===== config.mk =====
export PLATFORM = sky130hd
export DESIGN_NAME = phase_sequencer
export DESIGN_NICKNAME = d
export VERILOG_FILES = /design/src/rtl/seq_pkg.sv /design/src/rtl/phase_watchdog.sv /design/src/rtl/phase_sequencer.sv
export SDC_FILE = /design/constraint.sdc
export NUM_CORES = 1
export LEC_CHECK = 0
export ABC_AREA = 1
export ABC_CLOCK_PERIOD_IN_PS = 5700
export CORE_MARGIN = 3
export CORE_UTILIZATION = 52
export CTS_CLUSTER_DIAMETER = 30
export DETAILED_ROUTE_END_ITERATION = 10
export GPL_TIMING_DRIVEN = 1
export PLACE_DENSITY = 0.81
export SLEW_MARGIN = 20
export SYNTH_ARGS = -nofsm -noshare
export SYNTH_HDL_FRONTEND = slang
export SYNTH_SLANG_ARGS = --single-unit

===== constraint.sdc =====
create_clock -name clk -period 5.7 [get_ports clk]
set_clock_uncertainty 0.1 [all_clocks]
set_input_delay 0.855 -clock clk [delete_from_list [all_inputs] [get_ports clk]]
set_output_delay 0.855 -clock clk [all_outputs]
set_load 0.005 [all_outputs]

===== src/rtl/seq_pkg.sv =====
// Shared definitions for the phase sequencer: top-level state encoding and
// the default phase index names of the accelerator datapath.
package seq_pkg;

  localparam int SEQ_STATE_W = 2;

  typedef enum logic [SEQ_STATE_W-1:0] {
    IDLE = 2'd0,
    RUN  = 2'd1,
    DONE = 2'd2,
    ERR  = 2'd3
  } seq_state_e;

  // Default phase order of one iteration.
  localparam int PH_GET_PARAM  = 0;
  localparam int PH_GET_DATA   = 1;
  localparam int PH_EX         = 2;
  localparam int PH_WRIT_PRE   = 3;
  localparam int PH_WRITE_BACK = 4;

endpackage


===== src/rtl/phase_watchdog.sv =====
// Per-phase ack watchdog: counts cycles spent waiting for an ack and flags
// expiry on the TIMEOUT-th consecutive waiting cycle of the same phase.
module phase_watchdog #(
  parameter int TO_W    = 8,
  parameter int TIMEOUT = 1
) (
  input  logic clk,
  input  logic rst,
  input  logic clr,
  input  logic en,
  output logic expired
);

  localparam logic [TO_W-1:0] LAST_WAIT = TO_W'(TIMEOUT - 1);

  logic [TO_W-1:0] cnt_q, cnt_d;

  // Next count: clear on phase change / outside RUN, otherwise count waiting cycles.
  always_comb begin
    // NOTE: cnt_d is assigned before any branch so no path can leave it unassigned and infer a latch.
    cnt_d = cnt_q;
    if (clr) begin
      cnt_d = '0;
    end else if (en) begin
      cnt_d = cnt_q + TO_W'(1);
    end
  end

  // Counter register with synchronous reset.
  always_ff @(posedge clk) begin
    // NOTE: flops use non-blocking assignments so every register samples pre-edge values.
    if (rst) begin
      cnt_q <= '0;
    end else begin
      cnt_q <= cnt_d;
    end
  end

  // The current cycle is the TIMEOUT-th one without ack: the phase has run out of time.
  assign expired = en && (cnt_q == LAST_WAIT);

endmodule


===== src/rtl/phase_sequencer.sv =====
// Top-level sequencer: walks N_PHASES phases per iteration, with optional
// ack-gated phases, iteration limit, graceful finish, abort and watchdog.
module phase_sequencer
  import seq_pkg::*;
#(
  parameter int                    N_PHASES = 5,
  parameter int                    PH_W     = 3,
  parameter logic [N_PHASES-1:0]   ACK_MASK = '0,
  parameter int                    ITER_W   = 16,
  parameter int                    TIMEOUT  = 0,
  parameter int                    TO_W     = 8
) (
  input  logic                   clk,
  input  logic                   rst,
  input  logic                   start,
  input  logic [ITER_W-1:0]      iter_limit,
  input  logic                   finish,
  input  logic                   abort,
  input  logic                   phase_ack,
  output logic [SEQ_STATE_W-1:0] state,
  output logic [PH_W-1:0]        phase,
  output logic [N_PHASES-1:0]    phase_onehot,
  output logic                   phase_start,
  output logic [ITER_W-1:0]      iter_count,
  output logic                   busy,
  output logic                   done,
  output logic                   error
);

  seq_state_e        state_q, state_d;
  logic [PH_W-1:0]   phase_q, phase_d;
  logic              phase_start_q, phase_start_d;
  logic [ITER_W-1:0] iter_q, iter_d;
  logic [ITER_W-1:0] limit_q, limit_d;
  logic              finish_pend_q, finish_pend_d;

  logic              is_ack_phase;
  logic              last_phase;
  logic              phase_done;
  logic [ITER_W-1:0] iter_inc;
  logic              stop_now;
  logic              wd_clr, wd_en, wd_expired;

  // Phase attributes: does the current phase wait for an ack, and is it the last one.
  always_comb begin
    is_ack_phase = 1'b0;
    for (int i = 0; i < N_PHASES; i++) begin
      if (phase_q == PH_W'(i)) is_ack_phase = ACK_MASK[i];
    end
  end

  assign last_phase = (phase_q == PH_W'(N_PHASES - 1));
  assign phase_done = (state_q == RUN) && (!is_ack_phase || phase_ack);

  // Saturating increment so an unbounded run never wraps the count.
  assign iter_inc = (&iter_q) ? iter_q : iter_q + ITER_W'(1);
  assign stop_now = ((limit_q != '0) && (iter_inc == limit_q)) || finish_pend_q || finish;

  // Watchdog only counts while an ack phase is actually waiting.
  assign wd_en  = (state_q == RUN) && is_ack_phase && !phase_ack;
  assign wd_clr = (state_q != RUN) || phase_done;

  generate
    if (TIMEOUT > 0) begin : g_wd
      phase_watchdog #(
        .TO_W   (TO_W),
        .TIMEOUT(TIMEOUT)
      ) u_wd (
        .clk    (clk),
        .rst    (rst),
        .clr    (wd_clr),
        .en     (wd_en),
        .expired(wd_expired)
      );
    end else begin : g_no_wd
      logic unused_wd;
      assign unused_wd  = wd_clr ^ wd_en;
      assign wd_expired = 1'b0;
    end
  endgenerate

  // Next-state logic: abort, then watchdog, then phase completion, then finish latch.
  always_comb begin
    state_d       = state_q;
    phase_d       = phase_q;
    phase_start_d = 1'b0;
    iter_d        = iter_q;
    limit_d       = limit_q;
    finish_pend_d = finish_pend_q;

    if (abort) begin
      state_d       = IDLE;
      phase_d       = '0;
      iter_d        = '0;
      finish_pend_d = 1'b0;
    end else begin
      unique case (state_q)
        IDLE, DONE: begin
          if (start) begin
            state_d       = RUN;
            phase_d       = '0;
            phase_start_d = 1'b1;
            iter_d        = '0;
            limit_d       = iter_limit;
            finish_pend_d = 1'b0;
          end
        end
        RUN: begin
          if (wd_expired) begin
            state_d       = ERR;
            phase_d       = '0;
            finish_pend_d = 1'b0;
          end else begin
            if (finish) finish_pend_d = 1'b1;
            if (phase_done) begin
              if (!last_phase) begin
                phase_d       = phase_q + PH_W'(1);
                phase_start_d = 1'b1;
              end else begin
                iter_d  = iter_inc;
                phase_d = '0;
                if (stop_now) begin
                  state_d       = DONE;
                  finish_pend_d = 1'b0;
                end else begin
                  phase_start_d = 1'b1;
                end
              end
            end
          end
        end
        default: begin
          // ERR is sticky; only abort or rst leave it.
        end
      endcase
    end
  end

  // State, phase, iteration and finish registers with synchronous reset.
  always_ff @(posedge clk) begin
    if (rst) begin
      state_q       <= IDLE;
      phase_q       <= '0;
      phase_start_q <= 1'b0;
      iter_q        <= '0;
      limit_q       <= '0;
      finish_pend_q <= 1'b0;
    end else begin
      state_q       <= state_d;
      phase_q       <= phase_d;
      phase_start_q <= phase_start_d;
      iter_q        <= iter_d;
      limit_q       <= limit_d;
      finish_pend_q <= finish_pend_d;
    end
  end

  // One-hot phase view, decoded from registers only; all-zero outside RUN.
  always_comb begin
    phase_onehot = '0;
    for (int i = 0; i < N_PHASES; i++) begin
      phase_onehot[i] = (state_q == RUN) && (phase_q == PH_W'(i));
    end
  end

  assign state       = state_q;
  assign phase       = phase_q;
  assign phase_start = phase_start_q;
  assign iter_count  = iter_q;
  assign busy        = (state_q == RUN);
  assign done        = (state_q == DONE);
  assign error       = (state_q == ERR);

endmodule

; ---- Word level (Yosys, flattened, before mapping)
; Index checks and enable logic that the tools add are counted.
[word_totals]
register_bits = 39
in_bits = 22
output_inout_bits = 30
elab_cells = 59
[classes]
addsub = 2
eq_ne = 11
muxes = 20
bitwise = 1
reduce_logical = 19
[ops]
columns = operator, count
row1 = 2-to-1 mux 16 bit, 3
row2 = case mux 16 bit (2 select lines), 1
row3 = "adder 16 x 1 -> 16 bit, second input constant", 1
row4 = equality test 16 bit, 1
row5 = AND reduction 16 bit, 1
row6 = nonzero test 16 bit, 1
row7 = 2-to-1 mux 1 bit, 7
row8 = "equality test 3 x 2 -> 1 bit, second input constant", 2
row9 = logical AND 1 bit, 6
row10 = 2-to-1 mux 2 bit, 3
row11 = 2-to-1 mux 3 bit, 2
row12 = case mux 3 bit (2 select lines), 1
row13 = AND reduction 3 bit, 2
row14 = "equality test 2 bit, second input constant", 2
row15 = "!= test 2 x 1 -> 1 bit, second input constant", 2
row16 = case mux 1 bit (2 select lines), 2
row17 = case mux 2 bit (2 select lines), 1
row18 = AND reduction 4 bit, 1
row19 = OR reduction 2 bit, 2
row20 = "adder 3 x 1 -> 3 bit, second input constant", 1
row21 = "equality test 3 x 1 -> 1 bit, second input constant", 1
row22 = "equality test 3 bit, second input constant", 1
row23 = logical NOT 3 bit, 1
row24 = "equality test 2 x 1 -> 1 bit, second input constant", 1
row25 = 6 further kinds, 7

; ---- Depth between registers and ports, before layout
; Gate-level depths: netlist (run 1).
[depth]
word_depth = 9
ltp_mapped = 18
ltp_nobuf = 18

; ---- Least setup slack after synthesis (run 1)
; No wires, ideal clock.
[synth_path]
kind = flip-flop to output port
startpoint = register state_q[0], in the netlist state[0]
endpoint = output phase_onehot[4]
arrival_time_ns = 1.371
required_ns = 4.745
path_slack_ns = 3.374
stages_incl_launch_ff = 6
path_buffers = 1
cell_sequence = dfxtp_1 > inv_1 > nor2_1 > clkinv_1 > nor2_2 > buf_2
[synth_between]
elab_chain_len = 2
[synth_lines]
columns = element, line_no
row1 = start: declaration, phase_sequencer.sv:30  ; seq_state_e state_q, state_d;
row2 = start signal: assignment, phase_sequencer.sv:149  ; state_q <= state_d;
row3 = equality test 2 x 1 -> 1 bit, -
row4 = via busy, phase_sequencer.sv:25  ; output logic busy,
row5 = logical AND 1 bit, phase_sequencer.sv:162  ; phase_onehot[i] = (state_q == RUN) && (phase_q == PH_W'(i));
row6 = end: declaration, phase_sequencer.sv:22  ; output logic [N_PHASES-1:0] phase_onehot,
; The timed path passes the listed nets, and every way through them passes these cells.

; ---- Worst setup path in the final report (run 1)
[layout_path]
startpoint = register state_q[0], in the netlist state[0]
endpoint = output phase_onehot[4]
[layout_between]
elab_chain_len = 2
[layout_lines]
columns = element, line_no
row1 = equality test 2 x 1 -> 1 bit, phase_sequencer.sv:162
row2 = logical AND 1 bit, phase_sequencer.sv:162
; No other way between the ends.

==> results of run 1 <==
==> metrics by stage <==
stage	setup slack (ns)	instances
after global routing	1.98	474
after global placement	2.54	466
after CTS	2.18	474
after detailed placement	2.52	466
final	2.16	474
after floorplan	3.37	376
==> critical path, stage by stage (launching register included) <==
cell,delay [ns]
dfxtp_1,0.44
inv_1,0.06
nor2_1,0.20
clkinv_1,0.26
nor2_2,0.69
clkdlybuf4s50_1,0.64
==> logic make-up (layout without fill, tap and decap cells) <==
logic type	Yosys count	in the layout	share of synthesized area, %
XOR/XNOR	8	8	2.94
adder cells (fa/ha/maj)	6	6	3.14
AO/OA/AOI/OAI	45	45	11.7
flip-flops	39	39	32.7
AND/OR/NAND/NOR	213	213	38.8
buffers and inverters	65	111	10.7
==> registers in the layout (all words and copies together) (netlist names) <==
name,flops
iter_count,16
limit_q,16
phase,3
state,2
finish_pend_q,1
phase_start,1
==> cells in the final DEF (no fill, tap or decap), drive strengths merged <==
| cell | instances |
|---|---|
| nor3 | 1 |
| nor4 | 4 |
| a31oi | 1 |
| ha | 6 |
| inv | 52 |
| nand3 | 25 |
| nand2 | 117 |
| clkdlybuf4s50 | 50 |
| dfxtp | 39 |
| nor2 | 55 |
| or2 | 3 |
| o21ai | 4 |
| a21oi | 20 |
| o211ai | 1 |
| a211oi | 18 |
| clkinv | 1 |
| xnor2 | 2 |
| xor2 | 6 |
| nand4 | 8 |
| clkbuf | 8 |
| o21a | 1 |
==> metal layers <==
metal	wire length [µm]	vias to the layer above	GRT usage [%]
met2	2700	71	34.6
met4	72	0	6.04
met3	290	7	3.83
li1	-	1287	-
met1	2750	1099	31.4
met5	0	-	0
==> final timing paths <==
kind / end / slack (ns) / depth (start not counted) / startpoint
max: phase_onehot[4] / 2.16 / 5 / state[0]
min: finish_pend_q / 0.39 / 2 / finish_pend_q
max reg2reg: state[0] / 3.15 / 9 / state[0]
min reg2reg: finish_pend_q / 0.39 / 2 / finish_pend_q
==> power by group through the flow <==
stage	combinational (mW)	sequential (mW)	clock, mW
2_1_floorplan	0.0403	0.293	0
3_3_place_gp	0.0641	0.294	0
3_5_place_dp	0.0652	0.295	0
4_1_cts	0.0659	0.288	0.205
5_1_grt	0.0737	0.289	0.215
6_report	0.0659	0.288	0.201
==> area by class of cell <==
| type | count | area, µm² | area share [%] |
|---|---|---|---|
| clock buffers | 8 | 100 | 3.33 |
| multi-input cells | 272 | 1350 | 45.1 |
| repair buffers | 50 | 500 | 16.7 |
| inverters | 53 | 201 | 6.71 |
| flip-flops and latches | 39 | 781 | 26.0 |
| well taps | 52 | 65.1 | 2.17 |
==> key figures, run 1 <==
Worst setup path
  – Req. time, crit path: 4.74 ns
  – Element type at the critical path end: output pin
  – Worst Setup Path Type: reg2out
  – WP data arrival: 2.58 ns
  – Critical Path Fanout Max: 18
  – Crit path launch type: register

Die
  – Core Box Area: 4380 µm²
  – Row count: 24
  – Num ports: 52
  – Die Width: 73.8 µm
  – Die Footprint: 5440 µm²
  – Die height: 73.8 µm
  – Starting density of the core: 54.5%

Routing
  – # DRC: 0
  – Via count: 2464
  – Via density: 5.20
  – DRT Wirelength: 5820 µm
  – WL per Instance: 12.3 µm
  – DRT Pass-1 Iters: 6
  – Post-route ant nets: 0
  – Initial DRC count: 259

Synthesis
  – Syn Area/Cell: 6.35 µm²
  – Cells after Synth: 376
  – Yosys top cell area share: 32.7%
  – Synth Cell Area: 2390 µm²
  – Syn_nets: 404
  – Post-synthesis sequential area ratio: 32.7%
  – Most numerous cell in the Yosys netlist: nand2_1
  – Synth Register Bits: 39
  – EDFF count, synth: 0
  – Post-synth top area cell: dfxtp_1
  – Commonest cells post-synth: nand2_1 (113), inv_1 (50), nor2_1 (48)
  – Main area contributors after synthesis: dfxtp_1 (33%), nand2_1 (18%), inv_1 (7.9%)
  – Async S/R FF share, synth: 0%
  – Top_reg_cell synth: dfxtp_1
  – Synth cell types: 32
  – Synthesis Warnings: 0

Placement
  – IO buf count: 50
  – Routability-driven placement congestion ratio: 0.879
  – Area after DPL: 2900 µm²
  – Dpl hpwl: 4420 µm

STA
  – Setup Viol. Count Final: 0
  – Worst hold slack: 0.386 ns
  – Setup TNS: 0 ns
  – Crit share post-route: 62.1%
  – RSZ-0062 raised after global routing: false
  – Slew HR: 45.6%
  – Tightest Pin Transition: 0.816 ns
  – Tmin final: 3.54 ns
  – Pins over their slew limit: 0
  – Fmax achieved: 283 MHz
  – Final hold violation count: 0

Clock network
  – Num CTS Buffers: 5
  – Clock transition at the registers of the reported paths: 0.07 ns
  – Max clock buf depth: 2
  – Hold_buf cts: 0
  – Worst-skew pair later-pin latency: 0.28 ns
  – Post-CTS sizing: 0
  – Htree depth: 2
  – TritonCTS clock tree: built
  – Clock sinks: 39
  – Clock Tree Root: clkbuf_8
  – Post-CTS Setup Bufs: 0

Worst hold path
  – HP Class: reg2reg

Layout
  – # fillers: 400
  – Layout cells sized above 1: 6.16%
  – Final Instance Area: 3000 µm²
  – Net count, final: 449
  – P&R area growth vs syn: 25.7%
  – ANT cells: 0
  – Core Util, Final: 68.5%

Pwr
  – Clk network pwr share: 36.1%
  – Flop pwr share: 52.0%
  – Int Power: 0.423 mW
  – Sw Share: 23.8%
  – Total power: 0.555 mW
  – Pleak: 1.27 nW
  – Switching Power: 0.132 mW
  – IR drop worst, VDD: 0.165 mV
  – Pwr per Cell Area: 185 nW/µm²
  – Comb pwr share: 11.9%

GRT
  – Largest net degree at the start of global routing: 33
  – Gr ovfl total: 0
  – Initial antenna violation count: 0
  – Global-route wire length before repair: 9490 µm
  – GR Util All Layers: 22.2%
  – Vias in the first global route: 2120

Status
  – Status: finished, final reports clean

Run
  – Max_cap viols: 0
(Power assumes the default switching activity.)
==> run 2: changes to the inputs <==
--- a/config.mk
+++ b/config.mk
@@ -6,13 +6,13 @@
 export NUM_CORES = 1
 export LEC_CHECK = 0
 export ABC_AREA = 1
-export ABC_CLOCK_PERIOD_IN_PS = 5700
+export ABC_CLOCK_PERIOD_IN_PS = 3000
 export CORE_MARGIN = 3
-export CORE_UTILIZATION = 52
+export CORE_UTILIZATION = 46
 export CTS_CLUSTER_DIAMETER = 30
 export DETAILED_ROUTE_END_ITERATION = 10
 export GPL_TIMING_DRIVEN = 1
-export PLACE_DENSITY = 0.81
+export PLACE_DENSITY = 0.75
 export SLEW_MARGIN = 20
 export SYNTH_ARGS = -nofsm -noshare
 export SYNTH_HDL_FRONTEND = slang
==> constraint.sdc (replaced) <==
create_clock -name clk -period 3 [get_ports clk]
set_clock_uncertainty 0.1 [all_clocks]
set_input_delay 0.45 -clock clk [delete_from_list [all_inputs] [get_ports clk]]
set_output_delay 0.45 -clock clk [all_outputs]
set_load 0.005 [all_outputs]
==> run 2 against run 1 <==
- sequential cell count stayed put
- sequential share of layout area decreased by 0.23 points
- die area rose by 12%
==> key figures, run 2 (synthesis results as in run 1) <==
Status
  – Status: finished, final reports clean

Clock network
  – Worst-skew pair later-pin latency: 0.29 ns
  – TritonCTS clock tree: built
  – Clock transition at the registers of the reported paths: 0.07 ns
  – Clock Tree Root: clkbuf_8
  – Post-CTS Setup Bufs: 0
  – Htree depth: 2
  – Clock sinks: 39
  – Hold_buf cts: 0
  – Num CTS Buffers: 5
  – Post-CTS sizing: 0
  – Max clock buf depth: 2

Layout
  – Most common cell after layout, fill and taps aside: nand2_1
  – Commonest non-fill, non-tap cells in the layout: nand2_1 (113), inv_1 (50), clkdlybuf4s50_1 (50)
  – Net count, final: 452
  – # fillers: 480
  – ANT cells: 0
  – Layout cells sized above 1: 6.60%
  – P&R area growth vs syn: 26.8%
  – Final Instance Area: 3030 µm²

Routing
  – # DRC: 0
  – Via density: 5.04
  – WL per Instance: 12.2 µm
  – Post-route ant nets: 0
  – Initial DRC count: 170
  – Via count: 2474
  – DRT Pass-1 Iters: 5
  – DRT Wirelength: 6000 µm

STA
  – Slew HR: 65.2%
  – Setup TNS: 0 ns
  – Tmin final: 2.51 ns
  – Fmax achieved: 399 MHz
  – Setup Viol. Count Final: 0
  – Crit share post-route: 83.5%
  – Tightest Pin Transition: 0.522 ns
  – Worst hold slack: 0.391 ns
  – Final hold violation count: 0
  – Pins over their slew limit: 0
  – RSZ-0062 raised after global routing: false

Worst setup path
  – CP max stage delay: 0.53 ns
  – Reg2Reg Setup Slack: 0.61 ns
  – WP data arrival: 1.96 ns
  – Element type at the critical path end: output pin
  – Critical Path Fanout Max: 8
  – Worst Setup Path Type: reg2out
  – Crit path launch type: register
  – Crit path cell chain: inv_1 > nor2_1 > clkinv_1 > nor2_2 > clkdlybuf4s50_1
  – Critical Path Slowest Stage Cell: clkdlybuf4s50_1
  – Req. time, crit path: 2.45 ns

GRT
  – GR Util All Layers: 19.7%
  – Initial antenna violation count: 0
  – Vias in the first global route: 2140
  – Largest net degree at the start of global routing: 33
  – Global-route wire length before repair: 9760 µm
  – Gr ovfl total: 0

Run
  – Max_cap viols: 0

Die
  – Row count: 25
  – Starting density of the core: 48.9%
  – Die height: 78.0 µm
  – Die Footprint: 6090 µm²
  – Core Box Area: 4880 µm²
  – Die Width: 78.0 µm
  – Num ports: 52

Placement
  – Dpl hpwl: 4510 µm
  – Routability-driven placement congestion ratio: 0.878
  – Area after DPL: 2940 µm²
  – IO buf count: 50

Pwr
  – IR drop worst, VDD: 0.282 mV
  – Pwr per Cell Area: 342 nW/µm²
  – Pleak: 1.28 nW

Worst hold path
  – HP Class: reg2reg
-- run 2: layer usage --
| layer | up-vias | wire [µm] | GRT usage (%) |
|---|---|---|---|
| met5 | - | 0 | 0 |
| met4 | 0 | 46 | 4.55 |
| met3 | 6 | 318 | 3.90 |
| met2 | 77 | 2690 | 30.7 |
| met1 | 1102 | 2950 | 28.0 |
| li1 | 1289 | - | - |
-- run 2: worst paths after layout --
check                         end          start  cells past startpoint
setup / recovery  phase_onehot[4]       state[0]                      5
hold / removal      finish_pend_q  finish_pend_q                      2
setup reg to reg         state[0]  iter_count[0]                     18
hold reg to reg     finish_pend_q  finish_pend_q                      2
-- run 2: where the power goes --
group / internal, mW / switching, mW
sequential: 0.535 / 0.0131
combinational: 0.0612 / 0.0653
clock: 0.180 / 0.180
total: 0.776 / 0.259
-- run 2: critical path: cells and delay by family (launching register included) --
family	cells	cell delay, ns
AND/OR/NAND/NOR	2	0.37
flip-flops	1	0.43
buffers and inverters	3	0.86
-- run 2: layout make-up --
cell class,count,area (µm²),area share [%]
clock buffers,6,82.6,2.73
multi-input cells,272,1350,44.6
flip-flops and latches,39,781,25.8
repair buffers,53,523,17.3
inverters,53,201,6.65
well taps,67,83.8,2.77
clock inverters,1,5.00,0.165
-- run 2: metrics by stage --
step	power [mW]	setup WS, ns	instances	utilization (%)
finish	1.03	0.494	491	62.1
global route	1.09	0.299	491	62.1
CTS	1.04	0.478	491	62.1
detailed placement	0.686	0.610	484	60.3
global placement	0.684	0.668	484	60.3
floorplan	0.633	0.874	376	-
